`src/rtl/nand_arbiter_if.sv`:
```
// Bundle between the NAND arbiter and its requesters plus the shared gate.
// The arbiter uses the slave modport; the requester/gate side uses master.
interface nand_arbiter_if #(
    parameter int NREQ  = 4,
    parameter int CNT_W = 16
);
    // Handshake: a requester holds req[i] as a level; the arbiter samples a_in[i]/b_in[i]
    // only on the edge it raises gnt[i], and returns result with a one-cycle ack[i] pulse.
    logic [NREQ-1:0]  req;
    logic [NREQ-1:0]  a_in;
    logic [NREQ-1:0]  b_in;
    logic [NREQ-1:0]  gnt;
    logic [NREQ-1:0]  ack;
    logic             result;
    logic             gate_a;
    logic             gate_b;
    logic             gate_y;
    logic             busy;
    logic [CNT_W-1:0] toggle_cnt;
    logic [1:0]       fsm_state;

    modport master (
        output req, a_in, b_in, gate_y,
        input  gnt, ack, result, gate_a, gate_b, busy, toggle_cnt, fsm_state
    );

    modport slave (
        input  req, a_in, b_in, gate_y,
        output gnt, ack, result, gate_a, gate_b, busy, toggle_cnt, fsm_state
    );
endinterface

```
`src/rtl/nand_arbiter.sv`:
```
// Round-robin arbiter sequencing one shared NAND gate among NREQ requesters.
// Optional gate_y toggle counter enabled by NAND_ARB_POWER_CNT_EN.
module nand_arbiter #(
    parameter int NREQ   = 4,
    parameter int SETTLE = 2,
    parameter int CNT_W  = 16
) (
    input  logic          clk,
    input  logic          reset_L,
    nand_arbiter_if.slave bus
);
    localparam int PW = (NREQ > 1) ? $clog2(NREQ) : 1;
    localparam int SW = (SETTLE > 1) ? $clog2(SETTLE) : 1;

    typedef enum logic [1:0] {
        IDLE = 2'd0,
        WAIT = 2'd1,
        DONE = 2'd2
    } state_t;

    state_t          state;
    logic [PW-1:0]   ptr;
    logic [PW-1:0]   sel;
    logic [PW-1:0]   idx;
    logic            found;
    logic [SW-1:0]   cnt;
    logic [NREQ-1:0] gnt;
    logic [NREQ-1:0] ack;
    logic            result;
    logic            gate_a;
    logic            gate_b;
    logic            busy;

    // Search upward from ptr+1 with wrap, so the last winner ranks lowest.
    always_comb begin
        sel   = ptr;
        idx   = ptr;
        found = 1'b0;
        for (int k = 1; k <= NREQ; k++) begin
            idx = PW'((int'(ptr) + k) % NREQ);
            if (!found && bus.req[idx]) begin
                found = 1'b1;
                sel   = idx;
            end
        end
    end

    always_ff @(posedge clk or negedge reset_L) begin
        if (!reset_L) begin
            state  <= IDLE;
            ptr    <= PW'(NREQ - 1);
            cnt    <= '0;
            gnt    <= '0;
            ack    <= '0;
            result <= 1'b0;
            gate_a <= 1'b0;
            gate_b <= 1'b0;
            busy   <= 1'b0;
        end else begin
            case (state)
                IDLE: begin
                    if (found) begin
                        gate_a <= bus.a_in[sel];
                        gate_b <= bus.b_in[sel];
                        gnt    <= NREQ'(1) << sel;
                        busy   <= 1'b1;
                        cnt    <= '0;
                        ptr    <= sel;
                        state  <= WAIT;
                    end
                end
                WAIT: begin
                    // ptr still names the owner, so ack goes back to it.
                    if (cnt == SW'(SETTLE - 1)) begin
                        result <= bus.gate_y;
                        ack    <= NREQ'(1) << ptr;
                        gnt    <= '0;
                        state  <= DONE;
                    end else begin
                        cnt <= cnt + 1'b1;
                    end
                end
                DONE: begin
                    ack   <= '0;
                    busy  <= 1'b0;
                    state <= IDLE;
                end
                default: state <= IDLE;
            endcase
        end
    end

    assign bus.gnt       = gnt;
    assign bus.ack       = ack;
    assign bus.result    = result;
    assign bus.gate_a    = gate_a;
    assign bus.gate_b    = gate_b;
    assign bus.busy      = busy;
    assign bus.fsm_state = state;

`ifdef NAND_ARB_POWER_CNT_EN
    logic             y_d;
    logic [CNT_W-1:0] tcnt;

    // y_d resets to 1 because the gate idles at NAND(0,0).
    always_ff @(posedge clk or negedge reset_L) begin
        if (!reset_L) begin
            y_d  <= 1'b1;
            tcnt <= '0;
        end else begin
            y_d <= bus.gate_y;
            if ((bus.gate_y != y_d) && (tcnt != '1)) begin
                tcnt <= tcnt + 1'b1;
            end
        end
    end

    assign bus.toggle_cnt = tcnt;
`else
    assign bus.toggle_cnt = '0;
`endif
endmodule

```
`src/flat_wrapper.sv`:
```
// flat-port wrapper written by rule: the top's interface ports become plain ports
module nand_arbiter_flat 
#(
    parameter int NREQ   = 4,
    parameter int SETTLE = 2,
    parameter int CNT_W  = 16
)
  (clk, reset_L, bus_req, bus_a_in, bus_b_in, bus_gate_y, bus_gnt, bus_ack, bus_result, bus_gate_a, bus_gate_b, bus_busy, bus_toggle_cnt, bus_fsm_state);
  nand_arbiter_if #(.NREQ(NREQ), .CNT_W(CNT_W)) bus_i ();
  input  logic clk;
  input  logic reset_L;
  input wire logic [$bits(bus_i.req)-1:0] bus_req;
  input wire logic [$bits(bus_i.a_in)-1:0] bus_a_in;
  input wire logic [$bits(bus_i.b_in)-1:0] bus_b_in;
  input wire logic [$bits(bus_i.gate_y)-1:0] bus_gate_y;
  output wire logic [$bits(bus_i.gnt)-1:0] bus_gnt;
  output wire logic [$bits(bus_i.ack)-1:0] bus_ack;
  output wire logic [$bits(bus_i.result)-1:0] bus_result;
  output wire logic [$bits(bus_i.gate_a)-1:0] bus_gate_a;
  output wire logic [$bits(bus_i.gate_b)-1:0] bus_gate_b;
  output wire logic [$bits(bus_i.busy)-1:0] bus_busy;
  output wire logic [$bits(bus_i.toggle_cnt)-1:0] bus_toggle_cnt;
  output wire logic [$bits(bus_i.fsm_state)-1:0] bus_fsm_state;
  assign bus_i.req = bus_req;
  assign bus_i.a_in = bus_a_in;
  assign bus_i.b_in = bus_b_in;
  assign bus_i.gate_y = bus_gate_y;
  assign bus_gnt = bus_i.gnt;
  assign bus_ack = bus_i.ack;
  assign bus_result = bus_i.result;
  assign bus_gate_a = bus_i.gate_a;
  assign bus_gate_b = bus_i.gate_b;
  assign bus_busy = bus_i.busy;
  assign bus_toggle_cnt = bus_i.toggle_cnt;
  assign bus_fsm_state = bus_i.fsm_state;
  nand_arbiter #(.NREQ(NREQ), .SETTLE(SETTLE), .CNT_W(CNT_W)) u_core (.clk(clk), .reset_L(reset_L), .bus(bus_i));
endmodule
```
`config.mk`:
```
export PLATFORM = sky130hd
export DESIGN_NAME = nand_arbiter_flat
export DESIGN_NICKNAME = d
export VERILOG_FILES = /design/src/rtl/nand_arbiter_if.sv /design/src/rtl/nand_arbiter.sv /design/src/flat_wrapper.sv
export SDC_FILE = /design/constraint.sdc
export NUM_CORES = 1
export LEC_CHECK = 0
export CAP_MARGIN = 20
export CELL_PAD_IN_SITES_DETAIL_PLACEMENT = 1
export CELL_PAD_IN_SITES_GLOBAL_PLACEMENT = 2
export CORE_MARGIN = 2
export CORE_UTILIZATION = 24
export DETAILED_ROUTE_END_ITERATION = 10
export GPL_ROUTABILITY_DRIVEN = 1
export GPL_TIMING_DRIVEN = 0
export PLACE_DENSITY_LB_ADDON = 0.3
export SLEW_MARGIN = 15
export SYNTH_ARGS = -nofsm -noshare
export SYNTH_HDL_FRONTEND = slang
export SYNTH_SLANG_ARGS = --single-unit
```
`constraint.sdc`:
```
create_clock -name clk -period 2.6 [get_ports clk]
set_input_delay 0.26 -clock clk [delete_from_list [all_inputs] [get_ports clk]]
set_output_delay 0.26 -clock clk [all_outputs]
set_load 0.01 [all_outputs]
```
==> Word level (Yosys, flattened, before mapping) <==
Cells that the tools add are included.
{ "totals": {"inputBits": 15, "reg_bits": 17} }
{ "op_classes": {"n_reduce_logical": 17, "n_eq_ne": 4, "n_addsub": 5, "mux": 33, "magnitude_cmp": 5, "shift": 2} }
{ "op_table": {"columns": ["op", "count"], "rows": [
  ["$pmux W4 S2", 2],
  ["$lt A2 B3 Y1 const B", 5],
  ["$mux W1", 13],
  ["$bmux W1 S2", 6],
  ["$mux W2", 6],
  ["$mux W4", 3],
  ["$reduce_and A2 Y1", 6],
  ["$shl A1 B2 Y4 const A", 2],
  ["$reduce_bool A2 Y1", 3],
  ["$add A2 B1 Y2 const B", 2],
  ["$add A2 B2 Y2 const B", 2],
  ["$ne A2 B1 Y1 const B", 2],
  ["$pmux W1 S2", 2],
  ["$pmux W2 S2", 1],
  ["$logic_and A1 B1 Y1", 3],
  ["$logic_not A1 Y1", 3],
  ["$reduce_and A3 Y1", 1],
  ["$eq A2 B1 Y1 const B", 1],
  ["$eq A2 B2 Y1 const B", 1],
  ["$logic_not A2 Y1", 1],
  ["$add A1 B1 Y1 const B", 1]
]} }

==> Longest topological paths before layout <==
Gate-level depths: netlist of the first run.
{ "logic_depth": {"ltp_word": 16, "depth_mapped": 8, "ltp_nobuf": 7} }

==> Worst setup path before layout of the first run <==
Ideal clock, no wire load.
{ "synth_path": {"path_type": "register to register", "startpoint": "register u_core.ptr[0]", "endpoint": "register u_core.gate_a (netlist: u_core.bus.gate_a)", "setup_ns": 0.138, "arrival_ns": 2.047, "stages_incl_launch_ff": 9, "n_path_buf": 1, "path_slack_ns": 0.416, "t_required_ns": 2.462, "period_less_slack_ns": 2.184, "path_cell_list": "dfstp_2 -> buf_6 -> inv_1 -> ha_1 -> mux2i_1 -> o21ai_4 -> xnor2_4 -> mux2i_1 -> o221ai_1"} }
{ "synth_between": {"elab_chain_cells": 15} }
{ "synth_rtl": {"columns": ["item", "line_no", "rtl"], "rows": [
  ["start, declared", "nand_arbiter.sv:22", "logic [PW-1:0] ptr;"],
  ["start signal, assigned", "nand_arbiter.sv:51", "ptr <= PW'(NREQ - 1);"],
  ["start signal, assigned", "nand_arbiter.sv:68", "ptr <= sel;"],
  ["$add A2 B1 Y2", "nand_arbiter.sv:40", "idx = PW'((int'(ptr) + k) % NREQ);"],
  ["$bmux W1 S2", "nand_arbiter.sv:41", "if (!found && bus.req[idx]) begin"],
  ["$mux W1 (implied by the code)", "nand_arbiter.sv:41", null],
  ["$mux W1", "nand_arbiter.sv:41", null],
  ["$logic_not A1 Y1", "nand_arbiter.sv:41", null],
  ["$logic_and A1 B1 Y1", "nand_arbiter.sv:41", null],
  ["$mux W1", "nand_arbiter.sv:41", null],
  ["$logic_not A1 Y1", "nand_arbiter.sv:41", null],
  ["$logic_and A1 B1 Y1", "nand_arbiter.sv:41", null],
  ["$mux W1", "nand_arbiter.sv:41", null],
  ["$logic_not A1 Y1", "nand_arbiter.sv:41", null],
  ["$logic_and A1 B1 Y1", "nand_arbiter.sv:41", null],
  ["$mux W2", "nand_arbiter.sv:41", null],
  ["$bmux W1 S2", "nand_arbiter.sv:63", "gate_a <= bus.a_in[sel];"],
  ["$mux W1 (implied by the code)", "nand_arbiter.sv:63", null],
  ["end signal, assigned", "nand_arbiter.sv:63", null],
  ["end, declared", "nand_arbiter.sv:30", "logic gate_a;"]
]} }
Several ways; a longest one is shown, not always the timed one. The select of a mux whose other input is x is not followed.
A chain may end at the register's enable or synchronous reset.

==> Worst setup path after layout of the first run <==
Ends and elaborated chain as after synthesis.

==> run_results.csv, run 1 <==
group,metric,value,unit
outcome,status,"finished clean",
global_routing,grt_max_degree,18,
cells_and_area,antenna_cells,0,
pwr,p_per_area,1080,nW/µm²
placed_design,dp_hpwl,2.35,mm
route,wirelength,2.93,mm
cells_and_area,finalNetCount,185,
route,vias_per_cell,4.49,
yosys,ys_warn_count,0,
clock_tree,cts_tree,"yes",
global_routing,grt_pass1_wl,4.70,mm
timing,tns,0,ns
placed_design,gp_congestion,0.736,
timing,hold_viol,0,
yosys,syn-cell-area,1110,µm²
timing,tightest_slew,0.787,ns
clock_tree,numCtsBuffers,3,
yosys,ys_types,29,
pwr,total_switching_power,698,µW
yosys,synth_top_area_share,33.7,%
yosys,async_reset_ff_share,100,%
die,io_pins,45,
yosys,ys_ff_latch,17,
die,rows,24,
clock_tree,clockBufferDepth,2,
worst_setup_path,r2r_end,"u_core.bus.gate_a",
yosys,synth.top_cells.by_area,"dfrtp_1, buf_4, mux2i_1",
pwr,clock_power_share,12.0,%
die,fp.dieH,72.1,µm
worst_setup_path,r2r_start,"u_core.ptr[0]",
timing,setup_viol,0,
timing,fin_crit,2.40,ns
cells_and_area,layout-drive-gt1-share,17.6,%
pwr,swShare,41.8,%
clock_tree,ctsHoldBuffers,0,
yosys,synth_ff_type,"dfrtp_1",
yosys,yosys-top-cells-count,"buf_4, dfrtp_1, nand2_1, o21ai_0, a21oi_1",
yosys,avgSynthCellArea,9.36,µm²
worst_setup_path,cp.arrival,2.52,ns
die,initial_core_util,25.2,%
timing,finalClockSkew,0.00289,ns
route,dr_total_vias,975,
yosys,ys_seq_area_share,38.4,%
route,drc_errors,0,
timing,holdWs,0.465,ns
global_routing,grt-ovfl-total,0,
placed_design,port-buffer-count,27,
worst_setup_path,cp_max_fo,9,
clock_tree,clkSlewWorstSetupHoldPaths,0.07,ns
die,die_x,72.1,µm
die,dieArea,5200,µm²
flow_run,drv_cap,0,
route,dr.first_iter.drc_count,23,
global_routing,antenna_found_initial,0,
worst_setup_path,crit_start,"u_core.ptr[0]",
cells_and_area,area_delta_synth_final,39.3,%
pwr,ir_drop,447,µV
pwr,internal_power,972,µW
global_routing,first_global_vias,963,
worst_setup_path,regToRegSetupSlack,0.20,ns
timing,fin_ws,0.205,ns
timing,rsz0062_at_grt,"no",
global_routing,grt.total_usage,11.5,%
pwr,p_seq_share,30.4,%
worst_setup_path,r2r_cells,8,
yosys,synth_top_cell_by_area,"dfrtp_1",
yosys,synth_edf_count,0,
clock_tree,cts.repair.resized,0,
yosys,post-synth-top-count-cell,"buf_4",
timing,slew_viol_final,0,
pwr,p_leak,0.000722,µW
clock_tree,htreeDepth,1,
clock_tree,cts_setup_buffers,0,
clock_tree,cts-root-buf,"clkbuf_8",
worst_setup_path,start_kind,"register",
worst_setup_path,worst_setup_path_end_kind,"register",
min_path,hold_path.class,"input pin to async pin",
clock_tree,clkLatencyLatePin,0.25,ns
route,wl_per_cell,13.5,µm
placed_design,dpl_worst_slack,0.183,ns
die,fp.coreArea,4410,µm²
pwr,power_frac_comb,57.6,%
route,ant_nets,0,
yosys,synth_cells,119,
worst_setup_path,required,2.72,ns
route,drt_pass1_iterations,4,
timing,max_freq,0.418,GHz
clock_tree,clock_sinks,17,
worst_setup_path,crit_type,"register to register",
timing,fin_crit_sh,92.1,%
timing,relSlewSlack,47.3,%
-- kinds of logic after synthesis --
logic type,share of synthesized area [%]
AND/OR/NAND/NOR,14.2
AO/OA/AOI/OAI,15.7
buffers and inverters,14.3
flip-flops,38.4
multiplexers,9.33
adder cells (fa/ha/maj),4.49
XOR/XNOR,3.26
other,0.337
-- routing by layer --
layer | vias to the layer above | part of all wire [%] | global-route usage, %
li1 | 471 | - | -
met1 | 472 | 45 | 14.3
met2 | 28 | 50 | 20.0
met3 | 4 | 3.4 | 1.67
met4 | 0 | 1.2 | 4.40
met5 | - | 0 | 0
-- worst max path at each step --
| stage | end | slack (ns) | depth (start not counted) |
|---|---|---|---|
| floorplan | u_core.bus.gate_a | 0.42 | 8 |
| global placement | u_core.bus.gate_a | 0.23 | 8 |
| detailed placement | u_core.bus.gate_a | 0.18 | 8 |
| CTS | u_core.bus.gate_a | 0.17 | 8 |
| global route | u_core.bus.gate_a | 0.04 | 8 |
| finish | u_core.bus.gate_a | 0.20 | 8 |
-- metrics by stage --
step                instances  total power, µW  utilization, %  area (µm²)
CTS                       217             1690            35.1        1550
floorplan                 134             1130               -        1170
global placement          213             1450            34.1        1510
detailed placement        213             1490            34.1        1510
finish                    217             1670            35.1        1550
global route              217             1810            35.1        1550
-- cell type report --
class	count	area, µm²
repair buffers	27	270
clock inverters	1	5.00
inverters	6	22.5
fillers	515	2860
well taps	52	65.1
clock buffers	3	41.3
plain buffers	18	136
multi-input cells	93	583
flip-flops and latches	17	428
-- flip-flops by register name, indices dropped and copies added, names as in the netlist --
| signal | count |
|---|---|
| u_core.bus.gate_a | 1 |
| u_core.bus.busy | 1 |
| u_core.bus.gnt | 4 |
| u_core.bus.result | 1 |
| u_core.bus.ack | 4 |
| u_core.bus.fsm_state | 2 |
| u_core.cnt | 1 |
| u_core.bus.gate_b | 1 |
| u_core.ptr | 2 |
-- layout by cell type (no fill, tap or decap) --
master and instances:
a2111oi_0 1, a21o_1 1, a21oi_1 9, and3_1 6
buf_4 16, buf_6 1, clkbuf_2 1, clkbuf_8 3
clkdlybuf4s50_1 27, clkinv_2 1, conb_1 16, dfrtp_1 15
dfstp_2 2, ha_1 4, inv_1 5, inv_2 1
mux2_2 1, mux2i_1 7, mux4_2 1, nand2_1 14
nand2b_1 2, nor2_1 5, nor3_1 3, nor3b_1 2
nor4_1 1, o211ai_1 1, o21ai_0 13, o21ai_4 1
o221ai_1 2, o31ai_1 1, xnor2_1 1, xnor2_4 1
-- power by group through the flow --
stage | clock network [µW] | logic (µW) | registers [µW]
floorplan | 0 | 609 | 521
global route | 216 | 1060 | 530
finish | 201 | 963 | 507
global placement | 0 | 949 | 502
detailed placement | 0 | 973 | 516
CTS | 206 | 977 | 511
-- worst max-delay path, stage by stage, from the launching register on --
cell	delay, ns
dfstp_2	0.56
buf_6	0.14
inv_1	0.16
ha_1	0.35
mux2i_1	0.28
o21ai_4	0.11
xnor2_4	0.28
mux2i_1	0.24
o221ai_1	0.14
Power figures use the tool's default switching activity.
==> run 2, diff against run 1 <==
--- a/config.mk
+++ b/config.mk
@@ -9,8 +9,9 @@
 export CELL_PAD_IN_SITES_DETAIL_PLACEMENT = 1
 export CELL_PAD_IN_SITES_GLOBAL_PLACEMENT = 2
 export CORE_MARGIN = 2
-export CORE_UTILIZATION = 24
+export CORE_UTILIZATION = 35
 export DETAILED_ROUTE_END_ITERATION = 10
+export DONT_BUFFER_PORTS = 1
 export GPL_ROUTABILITY_DRIVEN = 1
 export GPL_TIMING_DRIVEN = 0
 export PLACE_DENSITY_LB_ADDON = 0.3
==> run 2 against run 1 <==
Against the previous run: count of clock-buffer cells in the layout unchanged; sequential cell count unchanged; sequential power up 9.7%; total power shrank 15%; hold slack worse by 0.35 ns; wire length fell by 17%; clock power decreased by 29%; non-clock buffer count decreased by 26; utilization rose by 6.5 points; fmax decreased by 1.5%; final area decreased by 19%.
==> run_results.csv, run 2 (synthesis results as in run 1) <==
group,metric,value,unit
outcome,status,"finished clean",
global_routing,grt.total_usage,14.4,%
cells_and_area,finalNonFillerCells,183,
worst_setup_path,crit_type,"register to register",
global_routing,grt_max_degree,18,
die,fp.coreArea,3030,µm²
global_routing,antenna_found_initial,0,
die,initial_core_util,36.8,%
route,dr_total_vias,844,
timing,tns,0,ns
die,die_x,60.4,µm
route,drc_errors,0,
clock_tree,htreeDepth,1,
die,fp.dieH,60.4,µm
timing,setup_viol,0,
timing,max_freq,0.411,GHz
route,vias_per_cell,4.61,
route,ant_nets,0,
clock_tree,cts_tree,"yes",
placed_design,gp_congestion,0.778,
clock_tree,clockBufferDepth,2,
worst_setup_path,crit_path_end,"u_core.bus.gate_a",
timing,finalClockSkew,0.00217,ns
cells_and_area,area_delta_synth_final,13.4,%
worst_setup_path,start_kind,"register",
clock_tree,clock_sinks,17,
cells_and_area,postLayoutCellArea,1260,µm²
placed_design,place_inst,178,
clock_tree,cts_setup_buffers,0,
worst_setup_path,worst_setup_path_end_kind,"register",
route,wl_per_cell,13.3,µm
cells_and_area,layout-drive-gt1-share,20.9,%
timing,rsz0062_at_grt,"no",
clock_tree,cts-root-buf,"clkbuf_4",
global_routing,grt-ovfl-total,0,
cells_and_area,antenna_cells,0,
worst_setup_path,cp_slowest_cell,"dfstp_2",
global_routing,first_global_vias,877,
placed_design,dpl_worst_slack,0.156,ns
cells_and_area,top_regs,"u_core.bus.ack x4, u_core.bus.gnt x4",
timing,slew_viol_final,0,
flow_run,drv_cap,0,
die,io_pins,45,
placed_design,place_area,1220,µm²
die,dieArea,3650,µm²
placed_design,port-buffer-count,0,
pwr,p_leak,0.000616,µW
route,drt_pass1_iterations,3,
clock_tree,clkLatencyLatePin,0.29,ns
worst_setup_path,crit_start,"u_core.ptr[0]",
worst_setup_path,regToRegSetupSlack,0.17,ns
placed_design,dp_hpwl,1.93,mm
cells_and_area,ff_latch_area,428,µm²
worst_setup_path,r2r_cells,8,
worst_setup_path,required,2.77,ns
timing,fin_crit_sh,93.6,%
die,rows,20,
timing,hold_viol,0,
clock_tree,numCtsBuffers,3,
timing,fin_crit,2.43,ns
pwr,ir_drop,329,µV
worst_setup_path,crit_chain,"buf_6, inv_1, ha_1, mux2i_1, o21ai_4, xnor2_4, mux2i_1, o221ai_1",
worst_setup_path,cp_num_buf_inv,2,
worst_setup_path,cp_max_fo,9,
cells_and_area,finalNetCount,159,
cells_and_area,mostFrequentLayoutCells,"buf_4, conb_1, dfrtp_1",
worst_setup_path,r2r_start,"u_core.ptr[0]",
route,wirelength,2.43,mm
worst_setup_path,worstSetupPathDepth,8,
timing,fin_ws,0.167,ns
clock_tree,clkSlewWorstSetupHoldPaths,0.10,ns
cells_and_area,multiInputGateArea,583,µm²
clock_tree,cts.repair.resized,0,
global_routing,grt_pass1_wl,3.97,mm
worst_setup_path,cp.arrival,2.60,ns
worst_setup_path,critPathMaxStageDelay,0.57,ns
route,dr.first_iter.drc_count,23,
worst_setup_path,crit_top_cell,"mux2i_1",
worst_setup_path,r2r_end,"u_core.bus.gate_a",
worst_setup_path,cp_top_family,"flip-flops",
timing,tightest_slew,0.720,ns
min_path,hold_path.class,"input pin to register",
cells_and_area,fillers,361,
timing,relSlewSlack,51.6,%
pwr,p_per_area,1130,nW/µm²
timing,holdWs,0.116,ns
==> run 2: layer usage <==
layer	up-vias	part of all wire, %	global-route usage (%)
met5	-	0	0
met4	0	1.1	6.67
met3	2	5.7	2.99
met2	26	49	24.7
met1	397	44	17.4
li1	419	-	-
==> run 2: worst min-delay path by stage <==
| stage | from | endpoint | slack (ns) | cells after the start |
|---|---|---|---|---|
| finish | bus_gate_y | u_core.bus.result | 0.12 | 1 |
| global route | bus_gate_y | u_core.bus.result | 0.09 | 1 |
| CTS | bus_gate_y | u_core.bus.result | 0.11 | 1 |
| detailed placement | reset_L | u_core.bus.ack[2] | -0.04 | 0 |
| global placement | reset_L | u_core.bus.ack[3] | -0.04 | 0 |
| floorplan | reset_L | u_core.bus.ack[0] | -0.04 | 0 |
==> run 2: worst register-to-register path, stage by stage, from the launching register on <==
cell and delay (ns):
dfstp_2 0.57, buf_6 0.14, inv_1 0.16, ha_1 0.37
mux2i_1 0.31, o21ai_4 0.11, xnor2_4 0.27, mux2i_1 0.24
o221ai_1 0.14
==> run 2: stage by stage <==
| stage | power (µW) | utilization, % |
|---|---|---|
| after global placement | 1260 | 40.5 |
| after floorplan | 1130 | - |
| after CTS | 1440 | 41.7 |
| after global routing | 1570 | 41.7 |
| final | 1430 | 41.7 |
| after detailed placement | 1300 | 40.5 |
==> run 2: layout make-up <==
type                       instances  share of cell area, %
clock buffer                       3                   1.78
sequential                        17                   33.9
buffer                            18                   10.8
clock inverter                     1                  0.396
timing repair buffer               1                  0.793
multi-input combinational         93                   46.2
inverter                           6                   1.78
tap                               44                   4.36
==> run 2: what timing repair did <==
| item | CTS | global route |
|---|---|---|
| hold buffers | 1 | 0 |
| endpoints found under the setup margin | 0 | 0 |
| endpoints found under the hold margin | 17 | 0 |
==> run 2: power by group <==
group | internal (µW) | total, µW | switching, µW | leakage, µW
registers | 390 | 556 | 166 | 0.000210
logic | 329 | 730 | 402 | 0.000388
clock network | 57.2 | 142 | 84.6 | 0.0000177
==> run 3, diff against run 2 <==
--- a/config.mk
+++ b/config.mk
@@ -14,6 +14,7 @@
 export DONT_BUFFER_PORTS = 1
 export GPL_ROUTABILITY_DRIVEN = 1
 export GPL_TIMING_DRIVEN = 0
+export MAX_ROUTING_LAYER = met4
 export PLACE_DENSITY_LB_ADDON = 0.3
 export SLEW_MARGIN = 15
 export SYNTH_ARGS = -nofsm -noshare
==> run 3 against run 2 <==
Against the previous run: clock skew shrank 0.00050 ns; count of clock-buffer cells in the layout is the same; first-iteration DRC count is the same; final area is the same; register-to-register slack is essentially flat; critical path depth is the same; cell count is the same; non-clock buffer count is the same; via count grew 0.83%; setup slack gained 0.0018 ns; utilization is the same.
==> run_results.csv, run 3 (synthesis results as in run 1) <==
group,metric,value,unit
die,initial_core_util,36.8,%
timing,hold_viol,0,
cells_and_area,top_regs,"u_core.bus.ack x4, u_core.bus.gnt x4",
route,dr.first_iter.drc_count,23,
timing,holdWs,0.119,ns
timing,fin_crit_sh,93.5,%
clock_tree,htreeDepth,1,
pwr,ir_drop,328,µV
placed_design,dp_hpwl,1.93,mm
placed_design,gp_congestion,0.788,
die,io_pins,45,
clock_tree,cts-root-buf,"clkbuf_4",
route,drt_pass1_iterations,2,
die,rows,20,
clock_tree,numCtsBuffers,3,
cells_and_area,finalNetCount,159,
clock_tree,clock_sinks,17,
worst_setup_path,cp_max_fo,9,
clock_tree,cts_setup_buffers,0,
timing,max_freq,0.411,GHz
route,dr_total_vias,851,
pwr,p_per_area,1130,nW/µm²
worst_setup_path,crit_type,"register to register",
cells_and_area,finalNonFillerCells,183,
global_routing,grt_max_degree,18,
global_routing,grt.total_usage,14.9,%
clock_tree,clockBufferDepth,2,
outcome,status,"finished clean",
clock_tree,clkSlewWorstSetupHoldPaths,0.10,ns
route,vias_per_cell,4.65,
min_path,hold_path.class,"input pin to register",
placed_design,dpl_worst_slack,0.156,ns
timing,fin_crit,2.43,ns
timing,relSlewSlack,51.0,%
timing,fin_ws,0.169,ns
timing,setup_viol,0,
cells_and_area,area_delta_synth_final,13.4,%
global_routing,grt-ovfl-total,0,
route,drc_errors,0,
placed_design,port-buffer-count,0,
route,wirelength,2.41,mm
worst_setup_path,cp.arrival,2.59,ns
route,wl_per_cell,13.2,µm
timing,rsz0062_at_grt,"no",
route,ant_nets,0,
die,die_x,60.4,µm
die,fp.coreArea,3030,µm²
timing,tightest_slew,0.729,ns
global_routing,first_global_vias,877,
clock_tree,clkLatencyLatePin,0.29,ns
timing,slew_viol_final,0,
worst_setup_path,required,2.76,ns
worst_setup_path,worst_setup_path_end_kind,"register",
cells_and_area,layout-drive-gt1-share,20.9,%
worst_setup_path,start_kind,"register",
timing,tns,0,ns
pwr,p_leak,0.000616,µW
die,fp.dieH,60.4,µm
pwr,power,1420,µW
placed_design,place_inst,178,
global_routing,grt_pass1_wl,3.96,mm
cells_and_area,mostFrequentLayoutCells,"buf_4, conb_1, dfrtp_1",
die,dieArea,3650,µm²
timing,finalClockSkew,0.00167,ns
global_routing,antenna_found_initial,0,
flow_run,drv_cap,0,
clock_tree,cts_tree,"yes",
cells_and_area,antenna_cells,0,
run 3: cell counts in the layout (fill, tap and decap cells not counted):
Identical to the previous run, type by type.
run 3: stage by stage:
| stage | instance area [µm²] | util (%) |
|---|---|---|
| final | 1260 | 41.7 |
| after global routing | 1260 | 41.7 |
| after CTS | 1260 | 41.7 |
| after detailed placement | 1220 | 40.5 |
| after floorplan | 1170 | - |
| after global placement | 1220 | 40.5 |
run 3: what timing repair did:
item	CTS	global route
endpoints found under the hold margin	17	0
resized for setup	0	0
hold buffers	1	0
run 3: worst paths after layout:
kind	start	endpoint	slack, ns	depth (start not counted)
max reg2reg	u_core.ptr[0]	u_core.bus.gate_a	0.17	8
min reg2reg	u_core.bus.gnt[1]	u_core.bus.gnt[1]	0.57	2
max	u_core.ptr[0]	u_core.bus.gate_a	0.17	8
min in group asynchronous	reset_L	u_core.cnt	0.46	1
max in group asynchronous	reset_L	u_core.bus.gate_b	1.69	1
min	bus_gate_y	u_core.bus.result	0.12	1
run 3: metal layers:
metal / vias up / share of wire (%) / wire length, µm / GRT usage (%)
met4: 0 / 0 / 0 / 6.67
li1: 419 / - / - / -
met3: 0 / 5.8 / 139 / 2.99
met1: 404 / 43 / 1040 / 17.3
met5: - / 0 / 0 / -
met2: 28 / 51 / 1230 / 24.7
run 3: worst max-delay path, stage by stage, from the launching register on:
cell	delay, ns
dfstp_2	0.57
buf_6	0.14
inv_1	0.16
ha_1	0.37
mux2i_1	0.31
o21ai_4	0.11
xnor2_4	0.26
mux2i_1	0.24
o221ai_1	0.14
run 3: final cells by class:
class | count | area (µm²)
fill | 361 | 1770
multi-input combinational | 93 | 583
sequential | 17 | 428
buffer | 18 | 136
tap | 44 | 55.1
clock buffer | 3 | 22.5
inverter | 6 | 22.5
timing repair buffer | 1 | 10.0
clock inverter | 1 | 5.00
run 3: report_power, final:
part / total [µW] / internal [µW] / switching [µW]
Sequential: 556 / 390 / 166
Clock: 140 / 57.1 / 83.2
Combinational: 728 / 329 / 399
Total: 1420 / 776 / 649
